[config.mk]
export PLATFORM = sky130hd
export DESIGN_NAME = vec_add_pipe
export DESIGN_NICKNAME = d
export VERILOG_FILES = /design/src/rtl/vec_add_pipe.sv
export SDC_FILE = /design/constraint.sdc
export NUM_CORES = 1
export LEC_CHECK = 0
export BUFFER_PORTS_ARGS = -buffer_cell sky130_fd_sc_hd__buf_2
export CORE_MARGIN = 5
export CORE_UTILIZATION = 55
export DETAILED_ROUTE_END_ITERATION = 10
export PLACE_DENSITY_LB_ADDON = 0.2
export SLEW_MARGIN = 10
export SYNTH_ARGS = -nofsm -noshare
export SYNTH_HDL_FRONTEND = slang
export SYNTH_HIERARCHICAL = 1
export SYNTH_SLANG_ARGS = --single-unit
[constraint.sdc]
create_clock -name clk_i -period 19.7 [get_ports clk_i]
set_input_delay 2.955 -clock clk_i [delete_from_list [all_inputs] [get_ports clk_i]]
set_output_delay 2.955 -clock clk_i [all_outputs]
set_load 0.02 [all_outputs]
[src/rtl/vec_add_pipe.sv]
// vec_add_pipe: pipelined, element-wise integer add/sub for the vector unit.
// The WIDTH-bit carry chain is cut into NSEG segments of SW = WIDTH/NSEG bits.
// Segment k is evaluated in stage k. Its carry-out is registered with the beat
// and consumed by stage k+1 one cycle later. Element width (8/16/32/64) and
// add/sub are selected per beat. All stages advance together.
//
// Ports (top):
//   clk_i, rst_i              clock, synchronous active-high reset
//   in_valid_i / in_ready_o   operand beat handshake (in_ready_o = advance)
//   a_i, b_i                  operands
//   sub_i                     0: A+B, 1: A-B
//   sew_i                     element width 00=8, 01=16, 10=32, 11=64
//   out_valid_o / out_ready_i result handshake
//   sum_o                     element-wise result
//   carry_o                   carry-out of element j at bit j (upper bits 0)
//
// Sub-module vec_add_seg: one SW-bit slice of the chain (combinational).
//   i_a, i_b, i_sub, i_sew    slice operands and beat mode
//   i_cin                     carry into the slice LSB (from the previous stage)
//   o_s                       slice sum
//   o_cb                      carry out of each byte MSB in the slice
//   o_cout                    carry out of the slice MSB
// NSEG must be >= 2.

module vec_add_seg #(
  parameter int SW   = 16,
  parameter int BASE = 0
) (
  input  logic [SW-1:0]   i_a,
  input  logic [SW-1:0]   i_b,
  input  logic            i_sub,
  input  logic [1:0]      i_sew,
  input  logic            i_cin,
  output logic [SW-1:0]   o_s,
  output logic [SW/8-1:0] o_cb,
  output logic            o_cout
);
  logic [SW-1:0] w_bx, w_p, w_g;
  logic [31:0]   w_emask;
  logic          w_c;

  assign w_bx    = i_sub ? ~i_b : i_b;
  assign w_p     = i_a ^ w_bx;
  assign w_g     = i_a & w_bx;
  assign w_emask = (32'd8 << i_sew) - 32'd1;

  // Elements are at least one byte, so an element LSB can only fall on a
  // byte start. There the incoming carry is killed and replaced by the
  // element carry-in (1 for two's-complement subtract).
  always_comb begin
    w_c    = i_cin;
    o_s    = '0;
    o_cb   = '0;
    for (int j = 0; j < SW/8; j++) begin
      if (((BASE + 8*j) & w_emask) == 32'd0) w_c = i_sub;
      for (int i = 0; i < 8; i++) begin
        o_s[8*j+i] = w_p[8*j+i] ^ w_c;
        w_c        = w_g[8*j+i] | (w_p[8*j+i] & w_c);
      end
      o_cb[j] = w_c;
    end
    o_cout = w_c;
  end
endmodule

module vec_add_pipe #(
  parameter int WIDTH = 64,
  parameter int NSEG  = 4
) (
  input  logic               clk_i,
  input  logic               rst_i,
  input  logic               in_valid_i,
  output logic               in_ready_o,
  input  logic [WIDTH-1:0]   a_i,
  input  logic [WIDTH-1:0]   b_i,
  input  logic               sub_i,
  input  logic [1:0]         sew_i,
  output logic               out_valid_o,
  input  logic               out_ready_i,
  output logic [WIDTH-1:0]   sum_o,
  output logic [WIDTH/8-1:0] carry_o
);
  localparam int SW = WIDTH / NSEG;
  localparam int NB = WIDTH / 8;
  localparam int SB = SW / 8;

  logic w_adv, w_acc;

  // Stage registers 0..NSEG-2. The last stage register is r_sum/r_carry.
  logic [NSEG-1:0]             r_vld_pipe;
  logic [NSEG-2:0][WIDTH-1:0]  r_a, r_b, r_s;
  logic [NSEG-2:0][NB-1:0]     r_cb;
  logic [NSEG-2:0]             r_sub, r_c;
  logic [NSEG-2:0][1:0]        r_sew;
  logic [WIDTH-1:0]            r_sum;
  logic [NB-1:0]               r_carry;

  // Per-segment slice inputs and outputs.
  logic [NSEG-1:0][SW-1:0]     w_sa, w_sb, w_ss;
  logic [NSEG-1:0]             w_ssub, w_scin, w_scout;
  logic [NSEG-1:0][1:0]        w_ssew;
  logic [NSEG-1:0][SB-1:0]     w_scb;

  logic [WIDTH-1:0]            w_sum_fin;
  logic [NB-1:0]               w_cb_fin, w_carry_fin;
  logic [1:0]                  w_fsew;

  // Full-pipe stall: nothing moves while the output is held.
  assign w_adv      = !r_vld_pipe[NSEG-1] || out_ready_i;
  assign w_acc      = in_valid_i && w_adv;
  assign in_ready_o = w_adv;

  for (genvar k = 0; k < NSEG; k++) begin : gen_seg
    if (k == 0) begin : g_in
      assign w_sa[0]   = a_i[SW-1:0];
      assign w_sb[0]   = b_i[SW-1:0];
      assign w_ssub[0] = sub_i;
      assign w_ssew[0] = sew_i;
      assign w_scin[0] = 1'b0;   // bit 0 is always an element LSB
    end else begin : g_pipe
      assign w_sa[k]   = r_a[k-1][k*SW +: SW];
      assign w_sb[k]   = r_b[k-1][k*SW +: SW];
      assign w_ssub[k] = r_sub[k-1];
      assign w_ssew[k] = r_sew[k-1];
      assign w_scin[k] = r_c[k-1];
    end

    vec_add_seg #(.SW(SW), .BASE(k*SW)) u_seg (
      .i_a    (w_sa[k]),
      .i_b    (w_sb[k]),
      .i_sub  (w_ssub[k]),
      .i_sew  (w_ssew[k]),
      .i_cin  (w_scin[k]),
      .o_s    (w_ss[k]),
      .o_cb   (w_scb[k]),
      .o_cout (w_scout[k])
    );
  end

  // Merge the top slice into the partial sum / byte carries from below.
  always_comb begin
    w_sum_fin = r_s[NSEG-2];
    w_sum_fin[(NSEG-1)*SW +: SW] = w_ss[NSEG-1];
    w_cb_fin = r_cb[NSEG-2];
    w_cb_fin[(NSEG-1)*SB +: SB] = w_scb[NSEG-1];
  end

  assign w_fsew = r_sew[NSEG-2];

  // Element j's carry is the carry out of its MSB byte; elements that do not
  // exist at the current width report 0.
  for (genvar j = 0; j < NB; j++) begin : gen_cmap
    logic w_c16, w_c32, w_c64;
    if (j < NB/2) begin : g16
      assign w_c16 = w_cb_fin[2*j+1];
    end else begin : g16z
      assign w_c16 = 1'b0;
    end
    if (j < NB/4) begin : g32
      assign w_c32 = w_cb_fin[4*j+3];
    end else begin : g32z
      assign w_c32 = 1'b0;
    end
    if (j < NB/8) begin : g64
      assign w_c64 = w_cb_fin[8*j+7];
    end else begin : g64z
      assign w_c64 = 1'b0;
    end
    assign w_carry_fin[j] = (w_fsew == 2'd0) ? w_cb_fin[j] :
                            (w_fsew == 2'd1) ? w_c16 :
                            (w_fsew == 2'd2) ? w_c32 : w_c64;
  end

  always_ff @(posedge clk_i) begin
    if (rst_i) begin
      r_vld_pipe <= '0;
      r_sum      <= '0;
      r_carry    <= '0;
    end else if (w_adv) begin
      r_vld_pipe <= {r_vld_pipe[NSEG-2:0], w_acc};
      r_a[0]     <= a_i;
      r_b[0]     <= b_i;
      r_sub[0]   <= sub_i;
      r_sew[0]   <= sew_i;
      r_c[0]     <= w_scout[0];
      r_s[0]     <= WIDTH'(w_ss[0]);
      r_cb[0]    <= NB'(w_scb[0]);
      for (int k = 1; k < NSEG-1; k++) begin
        r_a[k]   <= r_a[k-1];
        r_b[k]   <= r_b[k-1];
        r_sub[k] <= r_sub[k-1];
        r_sew[k] <= r_sew[k-1];
        r_c[k]   <= w_scout[k];
        r_s[k]   <= r_s[k-1];
        r_s[k][k*SW +: SW]  <= w_ss[k];
        r_cb[k]  <= r_cb[k-1];
        r_cb[k][k*SB +: SB] <= w_scb[k];
      end
      r_sum   <= w_sum_fin;
      r_carry <= w_carry_fin;
    end
  end

  assign out_valid_o = r_vld_pipe[NSEG-1];
  assign sum_o       = r_sum;
  assign carry_o     = r_carry;

  // Operand bits already consumed by the last stage, and the final
  // carry-out (element carries come from the byte carries).
  logic w_unused;
  assign w_unused = ^{w_scout[NSEG-1],
                      r_a[NSEG-2][(NSEG-1)*SW-1:0],
                      r_b[NSEG-2][(NSEG-1)*SW-1:0]};
endmodule

# Word-level counts from Yosys, hierarchy flattened
# Cells that the tools add are included.
# totals
ff_bits	580
output_inout_bits	74
word_cells	272
input_bits	135
# classes
shifts	4
n_eq_ne	2
addsub	4
n_mux	25
n_bitwise	205
reduce_logical	12
# ops
op	n
$logic_not 32->1	7
$and 1x1->1	64
$and 16x16->16	4
$mux 16	4
$not 16->16	4
$or 1x1->1	64
$xor 1x1->1	64
$xor 16x16->16	4
$mux 1	21
$shl 4x2->6 const A	2
$sub 6x1->6 const B	2
$shl 4x2->5 const A	1
$sub 5x1->5 const B	1
$shl 4x2->4 const A	1
$sub 4x1->4 const B	1
$eq 2x1->1 const B	1
$eq 2x2->1 const B	1
$logic_not 2->1	1
$reduce_and 2->1	1
$logic_and 1x1->1	1
$logic_not 1->1	1
$logic_or 1x1->1	1
$not 1->1	1

# Depth between registers and ports, before layout
# Gate-level depths: netlist of the first run.
# logic_depth
depth_word	40
ltp_mapped	26
depth_no_buf	23

# By module
# The synthesis of the first run kept the hierarchy.
# modules_own_cells
module	seq_area_each_um2	instances	area_per_inst_um2	cells_each
vec_add_pipe	10890.4	1	12509.5	652
vec_add_seg (gen_seg[1].u_seg ...)	0.0	2	641.9	70
vec_add_seg (gen_seg[2].u_seg)	0.0	1	645.6	71
vec_add_seg (gen_seg[0].u_seg)	0.0	1	614.3	67

# Worst setup path after synthesis of the first run
# No wires, ideal clock.
# synth_timing
path_kind	input to register
startpoint	input port rst_i
endpoint	register r_cb (netlist bit gen_cmap[0].w_c16), enable pin
setup_time_ns	0.991
n_path_buf	2
required_time_ns	18.709
stages	3
slack_ns	2.470
arrival_time_ns	16.239
cell_sequence	clkbuf_1 > clkbuf_1 > nor2_1
# synth_via
elab_chain_len	2
# synth_lines
item	line_no	rtl
start, declared	71	input logic rst_i,
$not 1->1 (no source line)	n/a	
$reduce_and 2->1 (no source line)	n/a	
end signal, assigned by index	196	r_cb[k] <= r_cb[k-1];
end signal, assigned by index	197	r_cb[k][k*SB +: SB] <= w_scb[k];
end, declared	92	logic [NSEG-2:0][NB-1:0] r_cb;
# No other way between the ends.
# A chain may end at the register's enable or synchronous reset.

==> results of run 1 <==
layer usage:
| layer | up-vias | track usage, % |
|---|---|---|
| met5 | - | 0 |
| met4 | 4 | 5.52 |
| met3 | 55 | 3.66 |
| met2 | 213 | 25.1 |
| met1 | 3423 | 21.6 |
| li1 | 3537 | - |
layout by cell type, fill, tap and decap left out, types with 5 or more instances in the layout:
cell type    n
nand2_1     93
xnor2_1     59
inv_1      126
xor2_1       5
mux2i_1      7
buf_4        8
clkbuf_16   41
edfxtp_1   312
a21oi_2     50
dfxtp_1     76
a21oi_1     24
clkbuf_1     6
fa_1        63
nand2_2     50
buf_2      207
clkinv_2    10
through the flow:
step	total power [mW]	utilization [%]	hold slack (ns)	worst slack [ns]	cells
global route	2.04	65.1	0.418	9.88	1521
CTS	1.97	65.1	0.402	10.13	1521
detailed placement	1.22	60.1	0.405	9.59	1447
finish	1.95	65.1	0.410	10.15	1521
floorplan	1.17	-	0.400	2.47	929
global placement	1.21	60.1	0.401	9.73	1447
area by class of cell:
cell class	instances	area, sq um	share of cell area [%]
Clock buffer	50	1090	6.21
Clock inverter	24	258	1.47
Inverter	127	479	2.73
Multi-Input combinational cell	375	3280	18.7
Sequential cell	388	10900	62.1
Tap cell	341	427	2.43
Timing Repair Buffer	216	1120	6.36
registers in the layout, summed over array words and instances, names as in the netlist:
signal and cells:
r_a 96, r_b 96, r_s 96, sum_o 64
r_cb 9, carry_o 8, r_sew 4, r_vld_pipe 4
r_c 3, r_sub 3, gen_cmap.w_c16 2, w_fsew 2
gen_cmap.w_c32 1
worst min path at each step:
stage,slack [ns],cells past startpoint,start,to
5_1_grt,0.42,0,r_s[66],r_s[130]
3_3_place_gp,0.40,0,r_b[121],r_b[185]
2_1_floorplan,0.40,0,r_cb[9],gen_cmap[0].w_c16
6_report,0.41,0,r_s[66],r_s[130]
4_1_cts,0.40,0,r_s[66],r_s[130]
3_5_place_dp,0.40,0,r_a[51],r_a[115]
power groups by stage:
stage / clock, mW / combinational, mW / sequential [mW]
6_report: 0.747 / 0.194 / 1.01
5_1_grt: 0.805 / 0.222 / 1.01
4_1_cts: 0.766 / 0.198 / 1.01
3_5_place_dp: 0 / 0.197 / 1.02
3_3_place_gp: 0 / 0.191 / 1.02
2_1_floorplan: 0 / 0.119 / 1.05
==> flow_summary.html, run 1 <==
<table>
<tr><th>Metric</th><th>Value</th></tr>
<tr><th colspan="2">STA</th></tr>
<tr><td>Total Negative Setup Slacks</td><td>0 ns</td></tr>
<tr><td>Slew at the pin closest to its max-slew limit</td><td>1.09 ns</td></tr>
<tr><td>Number of pins exceeding their max-slew limit in the final report</td><td>0</td></tr>
<tr><td>Peak clock frequency supported by timing</td><td>0.105 GHz</td></tr>
<tr><td>Period minus WS final</td><td>about 9.5 ns</td></tr>
<tr><td>Clock tree skew after final layout</td><td>0.0174 ns</td></tr>
<tr><td>Final-report setup violation count</td><td>0</td></tr>
<tr><td>Hold violation count in the final report</td><td>0</td></tr>
<tr><td>RSZ-0062 raised after global routing</td><td>no</td></tr>
<tr><td>Final period utilization</td><td>48.5%</td></tr>
<tr><td>Worst slew slack as a fraction of its limit</td><td>27.3%</td></tr>
<tr><th colspan="2">Layout</th></tr>
<tr><td>Number of diodes added for antenna fixing</td><td>0</td></tr>
<tr><td>Layout-stage area growth over the synthesis result</td><td>16.6%</td></tr>
<tr><td>Fill count</td><td>1938</td></tr>
<tr><td>Count of nets after finishing</td><td>1346</td></tr>
<tr><td>Final design area excluding fillers</td><td>0.0175 sq mm</td></tr>
<tr><td>Fraction of layout instances using a drive strength above 1</td><td>32.6%</td></tr>
<tr><th colspan="2">Detailed routing</th></tr>
<tr><td>Antenna Nets Post-Route</td><td>0</td></tr>
<tr><td>Total number of vias</td><td>7232</td></tr>
<tr><td>Initial detailed-routing violation count</td><td>449</td></tr>
<tr><td>Highest layer used for signal routing</td><td>met5</td></tr>
<tr><td>Sum of routed wire segments on met1</td><td>10.2 mm</td></tr>
<tr><td>Total DRC errors in the routed layout</td><td>0</td></tr>
<tr><td>Detailed route wirelength on metal2</td><td>11.3 mm</td></tr>
<tr><td>Average vias per placed instance</td><td>between 4 and 5</td></tr>
<tr><td>Wire length on met3</td><td>1.60 mm</td></tr>
<tr><td>Average wire per standard cell</td><td>15.6 um</td></tr>
<tr><td>Routed Wire Length</td><td>about 24 mm</td></tr>
<tr><td>Pre-antenna DRT Iters</td><td>4</td></tr>
<tr><th colspan="2">Clock network</th></tr>
<tr><td>Later-pin clock latency in the skew report</td><td>~0.52 ns</td></tr>
<tr><td>H-tree level count</td><td>2</td></tr>
<tr><td>Clock sinks</td><td>388</td></tr>
<tr><td>Hold buffer count at cts</td><td>0</td></tr>
<tr><td>Clk Tree Root Cell</td><td>clkbuf_16</td></tr>
<tr><td>Total clock buffers created by CTS</td><td>40</td></tr>
<tr><td>Setup bufs post-CTS</td><td>0</td></tr>
<tr><td>Post-cts sizing count</td><td>0</td></tr>
<tr><td>Maximum number of buffers from clock root to sink</td><td>3</td></tr>
<tr><td>TritonCTS clock tree</td><td>done</td></tr>
<tr><td>Clk pin slew, worst setup/hold paths</td><td>0.06 ns</td></tr>
<tr><th colspan="2">Global routing</th></tr>
<tr><td>Global-route usage over all layers</td><td>between 10% and 20%</td></tr>
<tr><td>Vias in the first global route</td><td>7400</td></tr>
<tr><td>Global-route wire length before repair</td><td>38.3 mm</td></tr>
<tr><td>Total grt overflow</td><td>0</td></tr>
<tr><td>Number of antenna violations at the first check in global routing</td><td>2</td></tr>
<tr><td>Maximum number of pins on one net before global-route repair</td><td>about 190</td></tr>
<tr><th colspan="2">Power and ir drop</th></tr>
<tr><td>Pleak</td><td>7.04 nW</td></tr>
<tr><td>Combinational Power Share</td><td>between 10% and 20%</td></tr>
<tr><td>Total internal power</td><td>1.50 mW</td></tr>
<tr><td>Part of the power in registers</td><td>between 50% and 60%</td></tr>
<tr><td>Net Sw Frac</td><td>22.7%</td></tr>
<tr><td>Switching power total</td><td>between 400 and 500 uW</td></tr>
<tr><td>Clock network fraction of total power</td><td>38.4%</td></tr>
<tr><td>Maximum resistive drop on vdd</td><td>approximately 0.00008 V</td></tr>
<tr><td>Power per cell area</td><td>111 mW/mm^2</td></tr>
<tr><th colspan="2">Worst setup path</th></tr>
<tr><td>Cells on worst reg2reg path</td><td>23</td></tr>
<tr><td>Terminus of the critical flop-to-flop path</td><td>carry_o[3]</td></tr>
<tr><td>Worst Path Class, Setup</td><td>primary input to register</td></tr>
<tr><td>Worst r2r src</td><td>r_sub[2]</td></tr>
<tr><td>Most common cell on crit path</td><td>fa_1</td></tr>
<tr><td>Critical Path Start Type</td><td>primary input</td></tr>
<tr><td>Number of buffers and inverters on the critical path</td><td>2</td></tr>
<tr><td>Crit path from</td><td>sub_i</td></tr>
<tr><td>Cell chain of the critical path</td><td>buf_2 -&gt; xnor2_1 -&gt; fa_1 -&gt; fa_1 -&gt; fa_1 -&gt; fa_1 -&gt; fa_1 -&gt; fa_1 -&gt; fa_1 -&gt; o21ai_0 -&gt; o31ai_1 -&gt; fa_1 -&gt; fa_1 -&gt; fa_1 -&gt; fa_1 -&gt; fa_1 -&gt; fa_1 -&gt; fa_1 -&gt; inv_1 -&gt; fa_1</td></tr>
<tr><td>Crit-path leading delay family</td><td>adder cells</td></tr>
<tr><td>Highest cell delay on the worst timing path</td><td>0.45 ns</td></tr>
<tr><td>Register-to-Register Setup Slack</td><td>10.78 ns</td></tr>
<tr><td>Worst EP required</td><td>19.96 ns</td></tr>
<tr><td>Depth of the critical timing path with buffers and inverters included</td><td>20</td></tr>
<tr><td>Worst Setup End Kind</td><td>register</td></tr>
<tr><td>Arrival time at the worst endpoint</td><td>9.81 ns</td></tr>
<tr><td>Critical path destination</td><td>r_s[15]</td></tr>
<tr><td>Largest driver fanout on the critical path</td><td>18</td></tr>
<tr><td>Slowest stage cell on the critical path</td><td>fa_1</td></tr>
<tr><th colspan="2">Hold path</th></tr>
<tr><td>Type of the most critical hold path</td><td>register to register</td></tr>
<tr><th colspan="2">Yosys</th></tr>
<tr><td>Instance count of the mapped netlist</td><td>929</td></tr>
<tr><td>Mapped Area</td><td>0.0150 sq mm</td></tr>
<tr><td>Synthesized net count</td><td>1127</td></tr>
<tr><td>Synth Warn #</td><td>6</td></tr>
<tr><td>Avg Cell Area, Syn</td><td>16.2 sq um</td></tr>
<tr><th colspan="2">Die</th></tr>
<tr><td>Placement Rows</td><td>60</td></tr>
<tr><td>Starting density of the core</td><td>55.8%</td></tr>
<tr><td>Die Footprint</td><td>0.0308 sq mm</td></tr>
<tr><td>Area of the core</td><td>~0.027 sq mm</td></tr>
<tr><td>Top-level port count</td><td>roughly 210</td></tr>
<tr><td>Chip width</td><td>175 um</td></tr>
<tr><td>Chip Height</td><td>about 180 um</td></tr>
<tr><th colspan="2">Flow run</th></tr>
<tr><td>Maxcap violations</td><td>0</td></tr>
<tr><th colspan="2">Placed design</th></tr>
<tr><td>Hpwl dp</td><td>15.3 mm</td></tr>
<tr><td>Count of buffers from port buffering</td><td>approximately 210</td></tr>
<tr><td>Post-place instance area</td><td>0.0162 sq mm</td></tr>
<tr><td>GPL Wtd Cong</td><td>0.777</td></tr>
<tr><th colspan="2">Status</th></tr>
<tr><td>Run status</td><td>complete, no violations</td></tr>
</table>
(Power assumes the default switching activity.)
==> inputs of run 2 (changes only) <==
ABC_AREA = 1   (was default)
CORE_UTILIZATION = 51   (was 55)
clock period = 8.3 ns   (was 19.7 ns; I/O delays follow)
==> run 2 against run 1 <==
Effect of this change: critical path depth is 2 higher; synthesized area shrank 3.4%; first-iteration DRC count grew 3.6%; clock power increased by 130%; critical path type is now register to register; die area increased by 3.9%; utilization is 3.5 points lower; hold slack worse by 0.00074 ns; global-route usage down 1.1 points; final area decreased by 2.0%; flip-flop and latch count unchanged; non-clock buffer count unchanged; wire length shrank 1.9%.
==> flow_summary.html, run 2 <==
<table>
<tr><th>Metric</th><th>Value</th></tr>
<tr><th colspan="2">STA</th></tr>
<tr><td>Period minus WS final</td><td>7.92 ns</td></tr>
<tr><td>Final period utilization</td><td>95.5%</td></tr>
<tr><td>Peak clock frequency supported by timing</td><td>roughly 0.13 GHz</td></tr>
<tr><td>Number of pins exceeding their max-slew limit in the final report</td><td>0 (unchanged)</td></tr>
<tr><td>Clock tree skew after final layout</td><td>0.0133 ns (-0.00414 ns)</td></tr>
<tr><td>Total Negative Setup Slacks</td><td>0 ns (unchanged)</td></tr>
<tr><td>Hold violation count in the final report</td><td>0 (unchanged)</td></tr>
<tr><td>RSZ-0062 raised after global routing</td><td>no</td></tr>
<tr><td>Final-report setup violation count</td><td>0 (unchanged)</td></tr>
<tr><td>Worst slew slack as a fraction of its limit</td><td>25.3% (-2.0 points)</td></tr>
<tr><td>Slew at the pin closest to its max-slew limit</td><td>1.12 ns (+0.0300 ns)</td></tr>
<tr><th colspan="2">Global routing</th></tr>
<tr><td>Number of antenna violations at the first check in global routing</td><td>0 (-2)</td></tr>
<tr><td>Total grt overflow</td><td>0 (unchanged)</td></tr>
<tr><td>Maximum number of pins on one net before global-route repair</td><td>204 (+5.7%)</td></tr>
<tr><td>Vias in the first global route</td><td>7215 (-2.5%)</td></tr>
<tr><td>Global-route wire length before repair</td><td>36.3 mm (-5.3%)</td></tr>
<tr><td>Global-route usage over all layers</td><td>14.6% (-1.1 points)</td></tr>
<tr><th colspan="2">Layout</th></tr>
<tr><td>Most common cell after layout, fill and taps aside</td><td>edfxtp_1</td></tr>
<tr><td>Largest registers in the final layout</td><td>r_a: 96 flops, r_b: 96 flops, r_s: 96 flops</td></tr>
<tr><td>Count of nets after finishing</td><td>1380 (+2.5%)</td></tr>
<tr><td>Fraction of layout instances using a drive strength above 1</td><td>23.3% (-9.3 points)</td></tr>
<tr><td>Number of diodes added for antenna fixing</td><td>0 (unchanged)</td></tr>
<tr><td>Commonest non-fill, non-tap cells in the layout</td><td>edfxtp_1 (312), nand2_1 (228), buf_2 (208), inv_1 (140), dfxtp_1 (76)</td></tr>
<tr><td>Final design area excluding fillers</td><td>0.0172 sq mm (-2.0%)</td></tr>
<tr><td>Layout-stage area growth over the synthesis result</td><td>18.3%</td></tr>
<tr><th colspan="2">Worst setup path</th></tr>
<tr><td>Worst EP required</td><td>8.71 ns (-11.25 ns)</td></tr>
<tr><td>Cell chain of the critical path</td><td>o21a_1 -&gt; fa_1 -&gt; fa_2 -&gt; fa_1 -&gt; fa_1 -&gt; fa_1 -&gt; fa_1 -&gt; fa_1 -&gt; fa_1 -&gt; o21ai_0 -&gt; nand2_1 -&gt; fa_1 -&gt; fa_2 -&gt; fa_1 -&gt; fa_1 -&gt; fa_1 -&gt; fa_1 -&gt; fa_1 -&gt; inv_1 -&gt; fa_2 -&gt; nand2_1 -&gt; nand2_1</td></tr>
<tr><td>Most common cell on crit path</td><td>fa_1</td></tr>
<tr><td>Slowest stage cell on the critical path</td><td>edfxtp_1</td></tr>
<tr><td>Number of buffers and inverters on the critical path</td><td>1 (-1)</td></tr>
<tr><td>Cells on worst reg2reg path</td><td>22 (-4.3%)</td></tr>
<tr><td>Worst Setup End Kind</td><td>register</td></tr>
<tr><td>Worst r2r src</td><td>w_fsew[1]</td></tr>
<tr><td>Highest cell delay on the worst timing path</td><td>0.46 ns (about the same)</td></tr>
<tr><td>Terminus of the critical flop-to-flop path</td><td>sum_o[63]</td></tr>
<tr><td>Arrival time at the worst endpoint</td><td>8.34 ns (-1.47 ns)</td></tr>
<tr><td>Critical Path Start Type</td><td>register</td></tr>
<tr><td>Worst Path Class, Setup</td><td>register to register</td></tr>
<tr><td>Register-to-Register Setup Slack</td><td>0.38 ns (-10.40 ns)</td></tr>
<tr><td>Largest driver fanout on the critical path</td><td>5 (-13)</td></tr>
<tr><td>Crit-path leading delay family</td><td>adder cells</td></tr>
<tr><th colspan="2">Hold path</th></tr>
<tr><td>Type of the most critical hold path</td><td>register to register</td></tr>
<tr><td>Hold path cells</td><td>0 (unchanged)</td></tr>
<tr><td>Hold-critical path endpoint</td><td>r_b[118]</td></tr>
<tr><td>Min-Delay Startpoint</td><td>r_b[54]</td></tr>
<tr><th colspan="2">Detailed routing</th></tr>
<tr><td>Average wire per standard cell</td><td>14.6 um (-6.3%)</td></tr>
<tr><td>Antenna Nets Post-Route</td><td>0 (unchanged)</td></tr>
<tr><td>Total number of vias</td><td>7141 (-1.3%)</td></tr>
<tr><td>Initial detailed-routing violation count</td><td>465 (+3.6%)</td></tr>
<tr><td>Pre-antenna DRT Iters</td><td>5 (+1)</td></tr>
<tr><td>Total DRC errors in the routed layout</td><td>0 (unchanged)</td></tr>
<tr><td>Average vias per placed instance</td><td>4.49 (-5.7%)</td></tr>
<tr><td>Routed Wire Length</td><td>23.3 mm (-1.9%)</td></tr>
<tr><th colspan="2">Yosys</th></tr>
<tr><td>Avg Cell Area, Syn</td><td>15.3 sq um (-5.4%)</td></tr>
<tr><td>Mapped Area</td><td>0.0145 sq mm (-3.4%)</td></tr>
<tr><td>Synthesized net count</td><td>1147 (+1.8%)</td></tr>
<tr><td>Instance count of the mapped netlist</td><td>949 (+2.2%)</td></tr>
<tr><td>Synth Warn #</td><td>6 (unchanged)</td></tr>
<tr><th colspan="2">Die</th></tr>
<tr><td>Die Footprint</td><td>0.0320 sq mm (+3.9%)</td></tr>
<tr><td>Chip Height</td><td>179 um (+1.9%)</td></tr>
<tr><td>Placement Rows</td><td>61 (+1.7%)</td></tr>
<tr><td>Starting density of the core</td><td>52.0% (-3.8 points)</td></tr>
<tr><td>Top-level port count</td><td>209 (unchanged)</td></tr>
<tr><td>Area of the core</td><td>0.0279 sq mm (+3.6%)</td></tr>
<tr><td>Chip width</td><td>179 um (+1.9%)</td></tr>
<tr><th colspan="2">Clock network</th></tr>
<tr><td>H-tree level count</td><td>2 (unchanged)</td></tr>
<tr><td>Clk pin slew, worst setup/hold paths</td><td>0.06 ns (about the same)</td></tr>
<tr><td>Maximum number of buffers from clock root to sink</td><td>3 (unchanged)</td></tr>
<tr><td>Hold buffer count at cts</td><td>0 (unchanged)</td></tr>
<tr><td>Clock sinks</td><td>388 (unchanged)</td></tr>
<tr><td>Total clock buffers created by CTS</td><td>41 (+2.5%)</td></tr>
<tr><td>Later-pin clock latency in the skew report</td><td>0.52 ns (about the same)</td></tr>
<tr><td>TritonCTS clock tree</td><td>done</td></tr>
<tr><td>Clk Tree Root Cell</td><td>clkbuf_16</td></tr>
<tr><th colspan="2">Status</th></tr>
<tr><td>Run status</td><td>complete, no violations</td></tr>
<tr><th colspan="2">Placed design</th></tr>
<tr><td>Post-place instance area</td><td>0.0159 sq mm (-1.9%)</td></tr>
<tr><td>Count of buffers from port buffering</td><td>208 (unchanged)</td></tr>
<tr><td>Hpwl dp</td><td>15.4 mm (+1.2%)</td></tr>
<tr><td>GPL Wtd Cong</td><td>0.735 (-5.4%)</td></tr>
<tr><th colspan="2">Power and ir drop</th></tr>
<tr><td>Maximum resistive drop on vdd</td><td>0.000186 V (+130%)</td></tr>
<tr><td>Power per cell area</td><td>266 mW/mm^2 (+140%)</td></tr>
<tr><td>Pleak</td><td>7.27 nW (+3.2%)</td></tr>
<tr><th colspan="2">Flow run</th></tr>
<tr><td>Maxcap violations</td><td>0 (unchanged)</td></tr>
</table>
==> run 2: cell type report <==
| type | instances | area (sq um) |
|---|---|---|
| inverters | 142 | 541 |
| well taps | 378 | 473 |
| clock inverters | 21 | 166 |
| flip-flops and latches | 388 | 10900 |
| clock buffers | 54 | 1130 |
| fillers | 2202 | 10700 |
| multi-input cells | 393 | 2890 |
| repair buffers | 216 | 1110 |
==> run 2: repair_timing <==
action | 4_1_cts | 5_1_grt
gates resized for setup | 0 | 3
setup endpoints to repair | 0 | 3
setup buffers | 0 | 1
hold endpoints to repair | 0 | 0
==> run 2: worst max-delay path by stage <==
stage          startpoint          to  cells after the start
6_report        w_fsew[1]   sum_o[63]                     22
5_1_grt         w_fsew[1]  carry_o[0]                     26
4_1_cts         w_fsew[1]   sum_o[63]                     22
3_5_place_dp    w_fsew[1]   sum_o[63]                     22
3_3_place_gp    w_fsew[1]   sum_o[63]                     22
2_1_floorplan    r_sub[2]   sum_o[63]                     24
==> run 2: metal layers <==
metal / vias to the layer above / wire [um] / GRT usage [%]
li1: 3541 / - / -
met1: 3395 / 9580 / 18.5
met2: 175 / 11900 / 25.3
met3: 30 / 1380 / 3.25
met4: 0 / 423 / 4.48
met5: - / 0 / 0
==> run 2: power breakdown <==
group	internal (mW)	switching, mW	total [mW]
Clock	1.02	0.701	1.72
Sequential	2.34	0.0656	2.40
Combinational	0.170	0.272	0.442
==> run 2: worst register-to-register path, cell delays in order (launching register included) <==
cell and delay [ns]:
edfxtp_1 0.46, o21a_1 0.23, fa_1 0.43, fa_2 0.38
fa_1 0.42, fa_1 0.43, fa_1 0.43, fa_1 0.42
fa_1 0.43, fa_1 0.41, o21ai_0 0.08, nand2_1 0.11
fa_1 0.43, fa_2 0.38, fa_1 0.43, fa_1 0.42
fa_1 0.43, fa_1 0.42, fa_1 0.40, inv_1 0.10
fa_2 0.44, nand2_1 0.08, nand2_1 0.06
==> run 2: through the flow <==
step                total power [mW]  hold slack (ns)  utilization (%)  std cells  setup slack [ns]
CTS                             4.63            0.412             61.5       1591             0.202
finish                          4.57            0.409             61.6       1592             0.375
floorplan                       2.74            0.400                -        949             0.471
global route                    4.79            0.421             61.6       1592            0.0269
global placement                2.88            0.401             56.9       1516             0.376
detailed placement              2.90            0.405             56.9       1516             0.212
